===== src/rtl/rate_pkg.sv =====
// Rate definitions shared by the prescaler and the rate detector.
// Codes run from 000 (5 Hz) to 111 (100 Hz).
package rate_pkg;

  localparam int unsigned CLK_HZ = 32'd10_000_000;

  typedef logic [2:0] rate_code_t;

  // Rising-edge-to-rising-edge period in clk cycles, indexed by rate code.
  localparam logic [0:7][31:0] NOMINAL_PERIOD = {
    32'd2_000_000, 32'd1_000_000, 32'd500_000, 32'd400_000,
    32'd285_714,   32'd200_000,   32'd133_333, 32'd100_000
  };

  typedef enum logic [1:0] {
    ST_IDLE    = 2'd0,
    ST_MEASURE = 2'd1,
    ST_SCAN    = 2'd2
  } det_state_t;

endpackage


===== src/rtl/rate_detector_edge_sync.sv =====
// Two-flop synchroniser for the asynchronous tick, plus a history flop
// so a rising edge is reported for exactly one clk cycle.
module edge_sync (
  input  logic clk,
  input  logic rst,
  input  logic pulse_in,
  output logic rise
);

  logic sync0;
  logic sync1;
  logic hist;

  always_ff @(posedge clk or posedge rst) begin
    if (rst) begin
      sync0 <= 1'b0;
      sync1 <= 1'b0;
      hist  <= 1'b0;
    end else begin
      sync0 <= pulse_in;
      sync1 <= sync0;
      hist  <= sync1;
    end
  end

  assign rise = sync1 & ~hist;

endmodule


===== src/rtl/rate_detector.sv =====
// Measures the period of a rate-selected tick and decodes it back to the
// prescaler rate code, locking after LOCK_COUNT consistent periods.
module rate_detector
  import rate_pkg::*;
#(
  parameter int unsigned      PERIOD_W   = 32'd22,
  parameter int unsigned      LOCK_COUNT = 32'd2,
  parameter int unsigned      TOL_SHIFT  = 32'd4,
  parameter int unsigned      TIMEOUT    = 32'd2_500_000,
  // Defaults to the package table; overriding retargets the detector to another clock.
  parameter logic [0:7][31:0] NOMINAL    = NOMINAL_PERIOD
) (
  input  logic                clk,
  input  logic                rst,
  input  logic                pulse_in,
  output logic [2:0]          rate_code,
  output logic                rate_valid,
  output logic                rate_change,
  output logic [PERIOD_W-1:0] period
);

  localparam int unsigned DW = PERIOD_W + 32'd1;
  localparam int unsigned CW = $clog2(LOCK_COUNT + 32'd1);
  localparam logic [PERIOD_W-1:0] CNT_MAX     = {PERIOD_W{1'b1}};
  localparam logic [PERIOD_W-1:0] CNT_TIMEOUT = PERIOD_W'(TIMEOUT);
  localparam logic [CW-1:0]       CAND_LOCK   = CW'(LOCK_COUNT);

  logic                rise;
  det_state_t          state;
  logic [PERIOD_W-1:0] cnt;
  logic [PERIOD_W-1:0] captured;
  logic [2:0]          idx;
  logic                found;
  rate_code_t          found_code;
  rate_code_t          cand;
  logic [CW-1:0]       cand_cnt;

  logic [DW-1:0] cap_ext;
  logic [DW-1:0] nom_ext;
  logic [DW-1:0] diff;
  logic [DW-1:0] tol;
  logic          hit;
  logic          res_valid;
  rate_code_t    res_code;
  rate_code_t    next_cand;
  logic [CW-1:0] next_cnt;
  logic          do_lock;

  edge_sync u_edge_sync (
    .clk      (clk),
    .rst      (rst),
    .pulse_in (pulse_in),
    .rise     (rise)
  );

  // One extra bit keeps the absolute difference from wrapping.
  always_comb begin
    cap_ext = {1'b0, captured};
    nom_ext = DW'(NOMINAL[idx]);
    if (cap_ext >= nom_ext) begin
      diff = cap_ext - nom_ext;
    end else begin
      diff = nom_ext - cap_ext;
    end
    tol = nom_ext >> TOL_SHIFT;
    hit = (diff <= tol);
  end

  // Outcome of the final scan step and the resulting candidate/lock update.
  always_comb begin
    res_valid = found | hit;
    res_code  = found ? found_code : idx;
    next_cand = cand;
    next_cnt  = cand_cnt;
    if (!res_valid) begin
      next_cnt = '0;
    end else if (res_code == cand) begin
      next_cnt = (cand_cnt >= CAND_LOCK) ? CAND_LOCK : cand_cnt + CW'(1);
    end else begin
      next_cand = res_code;
      next_cnt  = CW'(1);
    end
    do_lock = (next_cnt == CAND_LOCK) && (!rate_valid || (next_cand != rate_code));
  end

  always_ff @(posedge clk or posedge rst) begin
    if (rst) begin
      state       <= ST_IDLE;
      cnt         <= '0;
      captured    <= '0;
      idx         <= 3'd0;
      found       <= 1'b0;
      found_code  <= 3'd0;
      cand        <= 3'd0;
      cand_cnt    <= '0;
      rate_code   <= 3'd0;
      rate_valid  <= 1'b0;
      rate_change <= 1'b0;
      period      <= '0;
    end else begin
      rate_change <= 1'b0;
      if (rise) begin
        cnt <= PERIOD_W'(1);
      end else if (cnt != CNT_MAX) begin
        cnt <= cnt + PERIOD_W'(1);
      end else begin
        cnt <= cnt;
      end

      case (state)
        ST_IDLE: begin
          if (rise) begin
            state <= ST_MEASURE;
          end else if (cnt >= CNT_TIMEOUT) begin
            rate_valid <= 1'b0;
            cand_cnt   <= '0;
          end else begin
            state <= ST_IDLE;
          end
        end
        ST_MEASURE: begin
          if (rise) begin
            period   <= cnt;
            captured <= cnt;
            idx      <= 3'd0;
            found    <= 1'b0;
            state    <= ST_SCAN;
          end else if (cnt >= CNT_TIMEOUT) begin
            rate_valid <= 1'b0;
            cand_cnt   <= '0;
            state      <= ST_IDLE;
          end else begin
            state <= ST_MEASURE;
          end
        end
        ST_SCAN: begin
          // A new edge discards the classification in progress.
          if (rise) begin
            period   <= cnt;
            captured <= cnt;
            idx      <= 3'd0;
            found    <= 1'b0;
          end else if (idx == 3'd7) begin
            cand     <= next_cand;
            cand_cnt <= next_cnt;
            state    <= ST_MEASURE;
            if (do_lock) begin
              rate_code   <= next_cand;
              rate_valid  <= 1'b1;
              rate_change <= 1'b1;
            end
          end else begin
            if (hit && !found) begin
              found      <= 1'b1;
              found_code <= idx;
            end
            idx <= idx + 3'd1;
          end
        end
        default: state <= ST_IDLE;
      endcase
    end
  end

endmodule


===== config.mk =====
export PLATFORM = sky130hd
export DESIGN_NAME = rate_detector
export DESIGN_NICKNAME = d
export VERILOG_FILES = /design/src/rtl/rate_pkg.sv /design/src/rtl/rate_detector_edge_sync.sv /design/src/rtl/rate_detector.sv
export SDC_FILE = /design/constraint.sdc
export NUM_CORES = 1
export LEC_CHECK = 0
export BUFFER_PORTS_ARGS = -buffer_cell sky130_fd_sc_hd__buf_2
export CAP_MARGIN = 40
export CELL_PAD_IN_SITES_DETAIL_PLACEMENT = 1
export CELL_PAD_IN_SITES_GLOBAL_PLACEMENT = 1
export CORE_UTILIZATION = 40
export CTS_CLUSTER_SIZE = 16
export DETAILED_ROUTE_END_ITERATION = 16
export PLACE_DENSITY_LB_ADDON = 0.3
export RECOVER_POWER = 50
export SKIP_CTS_REPAIR_TIMING = 1
export SLEW_MARGIN = 20
export SYNTH_ARGS = -nofsm -noshare
export SYNTH_HDL_FRONTEND = slang
export SYNTH_SLANG_ARGS = --single-unit
export TNS_END_PERCENT = 10

===== constraint.sdc =====
create_clock -name clk -period 7.45 [get_ports clk]
set_input_delay 0.745 -clock clk [delete_from_list [all_inputs] [get_ports clk]]
set_output_delay 0.745 -clock clk [all_outputs]
set_load 0.02 [all_outputs]

Word-level counts from Yosys, hierarchy flattened
Memories as Yosys holds them, arrays and structs flattened.
Cells that the tools add are included.
{ "totals": {"register_bits": 66, "latch_bits": 0, "ram_bits": 0, "romBits": 256, "input_bits": 3, "output_inout_bits": 27, "word_cells": 109, "memories": 1} }
{ "op_classes": {"addsub": 5, "mul": 0, "div": 0, "n_lt_le_gt_ge": 5, "n_eq_ne": 16, "n_shift": 0, "muxes": 42, "bitwise_logic": 6, "n_reduce_logical": 20} }
{ "memory_table": {"columns": ["name", "words", "word_bits", "rd", "rd_clocked_by_memory_dff", "wr", "line", "source"], "rows": [
  ["(no name shown)", 8, 32, 1, 0, 0, "rate_detector.sv:59", "nom_ext = DW'(NOMINAL[idx]);"]
]} }
{ "ops": {"columns": ["op", "count"], "rows": [
  ["$mux W23", 3],
  ["$mux W22", 2],
  ["$mux W2", 12],
  ["$ge A22 B23 Y1", 1],
  ["$le A23 B19 Y1", 1],
  ["$sub A22 B23 Y23", 1],
  ["$sub A23 B22 Y23", 1],
  ["$add A22 B1 Y22 const B", 1],
  ["$ge A22 B22 Y1 const B", 1],
  ["$ne A22 B22 Y1 const B", 1],
  ["$mux W3", 6],
  ["$mux W1", 14],
  ["$reduce_and A4 Y1", 3],
  ["$ne A2 B2 Y1 const B", 5],
  ["$ne A3 B3 Y1 const B", 3],
  ["$reduce_and A3 Y1", 3],
  ["$pmux W2 S3", 1],
  ["$pmux W3 S2", 1],
  ["$reduce_and A6 Y1", 1],
  ["$reduce_bool A2 Y1", 3],
  ["$reduce_and A5 Y1", 1],
  ["$eq A2 B2 Y1 const B", 2],
  ["$ge A4 B4 Y1 const B", 1],
  ["$not A3 Y4", 1],
  ["19 further kinds", 25]
]} }

Depth between registers and ports, before layout
Gate-level depths: netlist (run 1).
{ "logic_depth": {"ltp_word": 16, "depth_mapped": 30, "ltp_nobuf": 29} }

By module
Synthesis (run 1) repeated with hierarchy kept, for this count alone.
{ "unflattened": {"cells_unflattened": 785, "area_unflattened_um2": 6386.1} }
{ "modules_own_cells": {"columns": ["module", "instances", "cells_per_inst", "area_per_inst_um2", "seq_area_each_um2"], "rows": [
  ["rate_detector", 1, 780, 6293.5, 1576.5],
  ["edge_sync", 1, 5, 92.6, 75.1]
]} }

Worst setup path after synthesis (run 1)
OpenSTA, ideal clock, no wires.
{ "synth_timing": {"path_kind": "flip-flop to flip-flop", "from": "register idx[0]", "to": "register rate_code[0]", "setup_time_ns": 0.125, "arrival_time_ns": 6.147, "t_required_ns": 7.325, "path_slack_ns": 1.178, "path_stages_with_launch": 29, "n_path_buf": 3, "period_less_slack_ns": 6.272, "cell_sequence": "dfrtp_1 inv_1 ha_1 nand2_1 o21ai_0 inv_1 ha_1 buf_2 nand2_1 a211o_1 o21a_4 a21o_2 nand2_2 buf_2 clkbuf_1 o21ai_0 xnor2_1 ha_1 or2_2 o21ai_0 a311oi_1 a31o_1 o41a_1 o21ai_4 a32oi_1 a2111oi_2 o31ai_2 o21ai_4 mux2_4"} }
{ "synth_via": {"elab_chain_len": 13, "elab_cells_between_ends": 22, "classes_between": "add/sub: 2; order compare: 2; eq/ne: 4; mux: 8; bitwise: 2; reduce/logical: 3; memory: 1"} }
{ "synth_lines": {"columns": ["item", "line", "source"], "rows": [
  ["from (decl)", "rate_detector.sv:32", "logic [2:0] idx;"],
  ["from (signal assigned)", "rate_detector.sv:157", "idx <= idx + 3'd1;"],
  ["$not A3 Y4 (implied by the code)", "rate_detector.sv:59", null],
  ["$mem_v2 Z8 W32", null, null],
  ["$mux W23 (implied by the code) (2 in series)", "rate_detector.sv:59", null],
  ["$sub A23 B22 Y23, or another cell as far along", "rate_detector.sv:63", "diff = nom_ext - cap_ext;"],
  ["$mux W23", "rate_detector.sv:60", "if (cap_ext >= nom_ext) begin"],
  ["$le A23 B19 Y1", "rate_detector.sv:66", "hit = (diff <= tol);"],
  ["$or A1 B1 Y1", "rate_detector.sv:71", "res_valid = found | hit;"],
  ["$mux W3", "rate_detector.sv:75", "if (!res_valid) begin"],
  ["$ne A3 B3 Y1", "rate_detector.sv:83", "do_lock = (next_cnt == CAND_LOCK) && (!rate_valid || (next_cand != rate_code));"],
  ["$logic_or A1 B1 Y1", "rate_detector.sv:83", null],
  ["$logic_and A1 B1 Y1", "rate_detector.sv:83", null],
  ["$reduce_and A4 Y1 (no source line)", null, null],
  ["to (signal assigned)", "rate_detector.sv:148", "rate_code <= next_cand;"],
  ["to (decl)", "rate_detector.sv:16", "output logic [2:0] rate_code,"]
]} }
Parallel ways exist; a longest one is shown, timed or not. The select of a mux whose other input is x is not followed.
A chain may end at the register's enable or synchronous reset.

Final worst setup path (run 1)
{ "layout_timing": {"from": "register idx[1]", "to": "register rate_code[0]"} }
Same word-level chain as after synthesis.

==> metrics.txt, run 1 <==
outcome=finished, violations left; violated checks=max-capacitance violations, max-slew violations; Seq. cell area=1650 sq um; Power Density=403 nW/um^2; met1 GRT Util=0.325; Final min period=6.98 ns; clock tree root buffer cell=clkbuf_16; Post-Synth XOR/XNOR Area=0.0556; dpl hpwl=15.7 mm; pre-CTS worst setup slack=0.362 ns; Max Cap Viol=1; Critical Path End Type=register; Hold Startpoint=u_edge_sync.sync0; syn_area_per_cell=8.16 sq um; worst ir drop on vdd=172 uV; Antenna Nets Post-Route=0; final worst setup slack=0.468 ns; Setup Viol. Count Final=0; largest net degree at the start of global routing=67; initial antenna violation count=0; #FFs+latches synth=66; maximum clock path buffer count=2; vias in the first global route=6009; Rows=45; Final Cycle Share=0.937; CTS tree=yes; largest family of logic cells by synthesized area=compound AO/OA/AOI/OAI gates; worst path bufs/invs=2; vias post-DR=5830; GR peak layer=met2; Post-Syn Nets=843; WHS Path Cells=0; area of the multi-input gates=4290 sq um; Synth area leaders=dfrtp_1 26%, ha_1 13%, nand2_1 5.5%; Worst R2R Start=idx[1]; slowest library cell on the worst path=nor3b_1; startpoint types=register; H-tree depth=3; Worst Path Arrival=7.20 ns; Hold Path Class=register to register; DIE AREA=16300 sq um; reg2reg path depth=25; # IOs=30; Syn Inst Count=772; Max FO, Critical Path=11; RePlAce Congestion=0.953; Starting Density=0.413; share of post-route cells with drive strength above 1=0.127; Max Slew Vio Count=58; vias per inst=5.80; Post-synth EDFFs=0; Primary FF master, synth=dfrtp_1; Synth Area in Simple Gates=0.202; port bufs=29; Crit Path Category=register to register; delay-heaviest family, CP=simple AND/OR/NAND/NOR gates; Reg2Reg Capture Point=rate_code[0]; post-synthesis async set-or-reset flop share=1.00; slowest stage delay, CP=0.56 ns; synth unique cells=81; Remaining Overflow, GRT=0; core footprint=15300 sq um; Iter 0 DRT Violations=301; fmax=143 MHz; chip height=127 um; post-synthesis compound-gate area fraction=0.219; Synth area leader=dfrtp_1; commonest cells in the netlist=92 x nand2_1, 73 x nor2_1, 66 x dfrtp_1, 66 x ha_1; GR Util met2=0.436; unrepaired setup endpoints after global routing=false; setup_tns=0 ns; YS warnings=0; register area share after synthesis=0.262; Leakage Power=0.00326 uW; Post-Synth Adder-Cell Area=0.137; routed length per instance=19.5 um; Worst-Margin Slew=3.03 ns; fillers=1857; share of the synthesized area in the top cell type=0.262; hold worst-path end=u_edge_sync.sync1; Post-Syn Area=6300 sq um; Slew headroom=-1.02; DR DRC count=0; CTS sink cnt=66; worst path required time=7.67 ns; Die W=127 um; Worst-Skew Late Latency=0.33 ns; gr usage total=0.252; CTS Buf Count=9; mux cell area share after synthesis=0.0646; GR Util met3=0.0264; DRT Wirelength=19.7 mm; # diodes=0; setup slack, reg-to-reg=0.47 ns; Hold Slack=0.353 ns; Pre-antenna DRT Iters=4; global-route wire length before repair=31.8 mm; net count reported at finish=861; clk_skew=0.00721 ns; final hold vios=0; CTS clock-pin slew for the worst setup and hold paths=0.06 ns; Area growth syn-to-layout=10.5%; most numerous cell in the Yosys netlist=nand2_1
==> report_power, final <==
group / switching, uW / internal [uW]
Combinational: 1200 / 710
Sequential: 54.1 / 388
Clock: 150 / 301
==> flip-flops by register name, indices dropped and copies added, names as in the netlist <==
| signal | flops |
|---|---|
| rate_valid | 1 |
| u_edge_sync.sync1 | 1 |
| rate_code | 3 |
| cand_cnt | 2 |
| captured | 22 |
| cand | 3 |
| cnt | 22 |
| found | 1 |
| u_edge_sync.hist | 1 |
| rate_change | 1 |
| state | 2 |
| found_code | 3 |
| idx | 3 |
| u_edge_sync.sync0 | 1 |
==> worst register-to-register path: cells and delay by family, from the launching register on <==
kind / cells / cell delay [ns]
AO/OA/AOI/OAI: 8 / 2.01
XOR/XNOR: 1 / 0.12
adder cells (fa/ha/maj): 3 / 1.05
buffers and inverters: 2 / 0.23
flip-flops: 1 / 0.50
multiplexers: 2 / 0.72
AND/OR/NAND/NOR: 9 / 2.23
==> cells in the final DEF, fill, tap and decap left out, types with 9 or more instances in the layout <==
cell | netlist | final
xnor2_1 | 18 | 18
nand3_1 | 22 | 22
ha_1 | 66 | 64
a21oi_1 | 63 | 62
nand2_1 | 92 | 92
nor2_1 | 73 | 73
buf_2 | 12 | 25
clkbuf_16 | 0 | 9
nand4_1 | 12 | 12
xor2_1 | 22 | 22
mux2_2 | 21 | 21
o21ai_0 | 44 | 43
inv_1 | 63 | 63
a21o_1 | 11 | 11
dfrtp_1 | 66 | 65
==> cell families after synthesis <==
kind of cell	after synthesis
AND/OR/NAND/NOR	267
AO/OA/AOI/OAI	200
buffers and inverters	95
adder cells (fa/ha/maj)	68
flip-flops	66
XOR/XNOR	40
multiplexers	36
==> metal layers <==
metal,share of wire,vias up
li1,-,2755
met1,0.45,2909
met2,0.49,130
met3,0.036,36
met4,0.026,0
met5,0,-
==> stage by stage <==
stage	total power [uW]	cells	cell area [sq um]	util
finish	2810	1006	6960	0.456
global route	3020	1006	6960	0.456
CTS	2770	1005	6960	0.456
detailed placement	2300	989	6640	0.435
global placement	2250	988	6620	0.434
floorplan	1800	772	6300	-
==> worst max-delay path by stage <==
stage	startpoint	endpoint	slack [ns]	depth (start not counted)
floorplan	idx[0]	rate_code[0]	1.18	28
global placement	idx[0]	rate_code[2]	0.63	24
detailed placement	idx[0]	rate_code[0]	0.36	27
CTS	idx[0]	rate_code[0]	0.34	27
global route	idx[1]	rate_code[0]	0.03	27
finish	idx[1]	rate_code[0]	0.47	25
==> layout make-up <==
class                      count  area share
multi-input combinational    611       0.616
sequential                    66       0.238
timing repair buffer          37      0.0271
clock buffer                  11      0.0349
clock inverter                 5      0.0111
tap                          211      0.0379
inverter                      65      0.0351
(Power assumes the default switching activity.)
==> inputs of run 2 (changes only) <==
--- a/config.mk
+++ b/config.mk
@@ -9,7 +9,7 @@
 export CAP_MARGIN = 40
 export CELL_PAD_IN_SITES_DETAIL_PLACEMENT = 1
 export CELL_PAD_IN_SITES_GLOBAL_PLACEMENT = 1
-export CORE_UTILIZATION = 40
+export CORE_UTILIZATION = 48
 export CTS_CLUSTER_SIZE = 16
 export DETAILED_ROUTE_END_ITERATION = 16
 export PLACE_DENSITY_LB_ADDON = 0.3
==> run 2 against run 1 <==
The flow still finishes with violations (max-capacitance violations, max-slew violations). Flip-flop and latch count unchanged. Critical path depth rose by 2. Register-to-register slack got worse by 0.03 ns. Sequential share of layout area up 0.20 points. Worst setup slack got worse by 0.026 ns. Worst hold slack better by 0.017 ns. Via count increased by 1.2%. Final cell count decreased by 3.8%. Cell area decreased by 0.83%. Global-route usage up 6.9 points. Clock power decreased by 7.6%. Clock skew about the same. Largest cell class unchanged. Largest power group unchanged. Highest routed layer unchanged.
==> metrics.txt, run 2 (synthesized netlist as in run 1, its figures left out) <==
outcome=finished, violations left; violated checks=max-capacitance violations, max-slew violations; share of post-route cells with drive strength above 1=0.118; net count reported at finish=863; area of the multi-input gates=4290 sq um; Starting Density=0.495; fmax=143 MHz; initial antenna violation count=0; CTS sink cnt=66; Area growth syn-to-layout=9.57%; largest net degree at the start of global routing=67; most common cell after layout, fill and taps aside=nand2_1; Seq. cell area=1650 sq um; Iter 0 DRT Violations=496; Final Cycle Share=0.941; Final min period=7.01 ns; fillers=1590; H-tree depth=3; Max FO, Critical Path=9; RePlAce Congestion=0.962; clock tree root buffer cell=clkbuf_16; non-filler cells, final=968; clk_skew=0.00755 ns; DR DRC count=0; DIE AREA=13600 sq um; Placed Area=6610 sq um; global-route wire length before repair=33.0 mm; CTS tree=yes; unrepaired setup endpoints after global routing=false; setup_tns=0 ns; chip height=117 um; vias post-DR=5900; port bufs=29; Max Slew Vio Count=60; Worst-Skew Late Latency=0.34 ns; # diodes=0; Max Cap Viol=1; Setup Viol. Count Final=0; maximum clock path buffer count=2; gr usage total=0.321; Critical Path End Type=register; Worst-Margin Slew=3.18 ns; routed length per instance=21.7 um; Final Instance Area=6900 sq um; Pre-antenna DRT Iters=5; core footprint=12700 sq um; Hold Path Class=register to register; reg2reg path depth=27; startpoint types=register; Slew headroom=-1.12; Hold Slack=0.370 ns; CTS Buf Count=9; Die W=117 um; Remaining Overflow, GRT=0; Crit Path Category=register to register; DRT Wirelength=21.0 mm; Power Density=400 nW/um^2; vias per inst=6.10; # IOs=30; CTS clock-pin slew for the worst setup and hold paths=0.06 ns; Power Total=2760 uW; slowest library cell on the worst path=or4b_1; Leakage Power=0.00323 uW; Worst Path Arrival=7.22 ns; slowest stage delay, CP=0.54 ns; WHS Path Cells=0; final hold vios=0; Placed Cells=952; Antenna Nets Post-Route=0; Regs by FF count=captured (22), cnt (22); most frequent cells in the layout=92 x nand2_1, 73 x nor2_1, 65 x ha_1, 65 x dfrtp_1, 63 x a21oi_1; dpl hpwl=15.8 mm; Rows=41; worst path required time=7.66 ns; worst ir drop on vdd=189 uV; vias in the first global route=6156
[run 2: layout make-up]
type	count	share of cell area
multi-input cells	611	0.621
repair buffers	39	0.0312
clock inverters	3	0.00580
inverters	65	0.0354
well taps	172	0.0312
flip-flops and latches	66	0.239
clock buffers	12	0.0357
[run 2: power by group]
group | leakage (uW) | total [uW] | internal (uW) | switching, uW
clock network | 0.000142 | 416 | 265 | 151
registers | 0.000900 | 444 | 388 | 55.8
logic | 0.00219 | 1900 | 704 | 1190
[run 2: routing by layer]
layer / GRT usage / vias to the layer above / part of all wire
li1: - / 2763 / -
met1: 0.393 / 2931 / 0.42
met2: 0.565 / 152 / 0.50
met3: 0.0415 / 54 / 0.042
met4: 0.142 / 0 / 0.038
met5: 0 / - / 0
[run 2: critical path, delay by kind of cell (launching register included)]
| kind | cells | cell delay [ns] |
|---|---|---|
| compound gates | 11 | 2.80 |
| simple gates | 9 | 1.79 |
| fa+ha+maj | 3 | 0.99 |
| flops | 1 | 0.50 |
| mux | 1 | 0.37 |
| buf+inv | 2 | 0.26 |
| xor+xnor | 1 | 0.15 |
[run 2: per-stage QoR]
stage / utilization / setup slack, ns
final: 0.542 / 0.442
after global routing: 0.542 / 0.0485
after CTS: 0.542 / 0.123
after detailed placement: 0.520 / 0.223
after global placement: 0.517 / 0.467
after floorplan: - / 1.18
[run 2: final timing paths]
check	startpoint	slack, ns	end
max	idx[1]	0.44	found_code[1]
min	u_edge_sync.sync0	0.37	u_edge_sync.sync1
max reg2reg	idx[1]	0.44	found_code[1]
min reg2reg	u_edge_sync.sync0	0.37	u_edge_sync.sync1
max in group asynchronous	rst	3.44	idx[0]
min in group asynchronous	rst	0.44	u_edge_sync.sync1
==> inputs of run 3 (changes only) <==
--- a/config.mk
+++ b/config.mk
@@ -9,7 +9,8 @@
 export CAP_MARGIN = 40
 export CELL_PAD_IN_SITES_DETAIL_PLACEMENT = 1
 export CELL_PAD_IN_SITES_GLOBAL_PLACEMENT = 1
-export CORE_UTILIZATION = 48
+export CORE_MARGIN = 1.5
+export CORE_UTILIZATION = 43
 export CTS_CLUSTER_SIZE = 16
 export DETAILED_ROUTE_END_ITERATION = 16
 export PLACE_DENSITY_LB_ADDON = 0.3
==> constraint.sdc (replaced) <==
create_clock -name clk -period 6.4 [get_ports clk]
set_input_delay 0.64 -clock clk [delete_from_list [all_inputs] [get_ports clk]]
set_output_delay 0.64 -clock clk [all_outputs]
set_load 0.02 [all_outputs]
==> run 3 against run 2 <==
The run still ends with max-capacitance violations, max-slew violations left. Critical path depth rose by 2. Combinational power rose by 31%. Wire length down 0.49%. Final cell count increased by 5.5%. Worst setup slack got worse by 0.23 ns. Die area increased by 13%. Clock skew decreased by 0.0027 ns. Via count rose by 2.8%. Largest cell class unchanged. Largest power group unchanged. Highest routed layer unchanged.
==> metrics.txt, run 3 (synthesized netlist as in run 1, its figures left out) <==
RePlAce Congestion=0.970; DR DRC count=0; worst path required time=6.61 ns; startpoint types=register; Starting Density=0.437; Max FO, Critical Path=7; Rows=44; Hold Path Class=register to register; gr usage total=0.278; Max Slew Vio Count=57; Worst R2R Start=idx[1]; vias in the first global route=6229; vias per inst=5.94; Clock power frac=0.133; maximum clock path buffer count=2; worst ir drop on vdd=198 uV; Die W=124 um; Regs by FF count=captured (22), cnt (22); Pre-antenna DRT Iters=5; Critical Path End Type=register; chip height=124 um; largest net degree at the start of global routing=67; Hold Startpoint=u_edge_sync.sync0; Final Util=0.512; Max Cap Viol=1; net count reported at finish=903; slowest library cell on the worst path=dfrtp_1; H-tree depth=3; Final Cycle Share=0.967; dpl hpwl=16.1 mm; routed length per instance=20.5 um; slowest stage delay, CP=0.41 ns; Iter 0 DRT Violations=327; final hold vios=0; Worst-Margin Slew=3.00 ns; switching share of power=0.500; Comb power frac=0.721; # IOs=30; most frequent cells in the layout=90 x nand2_1, 71 x nor2_1, 66 x dfrtp_1, 61 x inv_1, 61 x ha_1; Worst-Skew Late Latency=0.33 ns; Final min period=6.19 ns; hold worst-path end=u_edge_sync.sync1; Power Density=468 nW/um^2; Area growth syn-to-layout=17.3%; global-route wire length before repair=32.7 mm; CTS clock-pin slew for the worst setup and hold paths=0.05 ns; worst path bufs/invs=3; Crit Path Category=register to register; Worst Path Arrival=6.40 ns; outcome=finished, violations left; reg2reg path depth=29; share of post-route cells with drive strength above 1=0.196; Slew headroom=-0.997; setup slack, reg-to-reg=0.21 ns; Reg2Reg Capture Point=rate_code[0]; Setup Viol. Count Final=0; fmax=162 MHz; Power Total=3460 uW; Antenna Nets Post-Route=0; sequential share of power=0.146; vias post-DR=6067; initial antenna violation count=0; CTS tree=yes; violated checks=max-capacitance violations, max-slew violations; internal power consumption=1730 uW; core footprint=14400 sq um; # diodes=0; clk_skew=0.00488 ns; NetSw=1730 uW; CTS sink cnt=66; WHS Path Cells=0; DIE AREA=15400 sq um; Remaining Overflow, GRT=0; clock tree root buffer cell=clkbuf_16; port bufs=29; Leakage Power=0.00346 uW; most common cell after layout, fill and taps aside=nand2_1; CTS Buf Count=9; delay-heaviest family, CP=compound AO/OA/AOI/OAI gates; DRT Wirelength=20.9 mm
-- run 3: worst max path at each step --
stage / start / endpoint / slack (ns) / cells after the start
CTS: idx[1] / rate_code[0] / -0.24 / 27
finish: idx[1] / rate_code[0] / 0.21 / 29
floorplan: idx[0] / rate_code[0] / 0.13 / 28
global placement: idx[1] / rate_code[2] / -0.06 / 27
detailed placement: idx[1] / rate_code[2] / -0.19 / 27
global route: idx[1] / rate_code[0] / -0.06 / 28
-- run 3: layer usage --
metal  routed length, um  global-route usage
met1                9060               0.357
met3                 841              0.0325
met2               10500               0.476
met5                   0                   0
met4                 509               0.109
-- run 3: power groups by stage --
stage	Combinational [uW]	Sequential (uW)	Clock (uW)
3_5_place_dp	2250	510	0
6_report	2490	504	461
4_1_cts	2270	503	471
2_1_floorplan	1580	515	0
3_3_place_gp	2180	506	0
5_1_grt	2720	510	487
-- run 3: layout make-up --
class,count,area [sq um]
fill,1754,7030
multi-input combinational,611,4470
sequential,66,1650
timing repair buffer,79,512
clock buffer,14,274
inverter,65,244
tap,184,230
clock inverter,2,10.0
-- run 3: worst reg2reg max path: cells and delay by family, from the launching register on --
family | cells | cell delay [ns]
flops | 1 | 0.41
simple gates | 7 | 0.92
mux | 1 | 0.32
compound gates | 14 | 3.06
xor+xnor | 1 | 0.16
buf+inv | 3 | 0.39
fa+ha+maj | 3 | 0.80
-- run 3: metrics by stage --
stage / std cells / TNS, ns / cell area (sq um) / hold slack [ns] / worst slack, ns
3_3_place_gp: 994 / -0.273 / 6840 / 0.345 / -0.0633
3_5_place_dp: 995 / -0.858 / 6850 / 0.347 / -0.194
6_report: 1021 / 0 / 7390 / 0.353 / 0.214
2_1_floorplan: 772 / 0 / 6300 / 0.331 / 0.128
5_1_grt: 1021 / -0.156 / 7390 / 0.363 / -0.0649
4_1_cts: 1011 / -1.19 / 7140 / 0.360 / -0.240
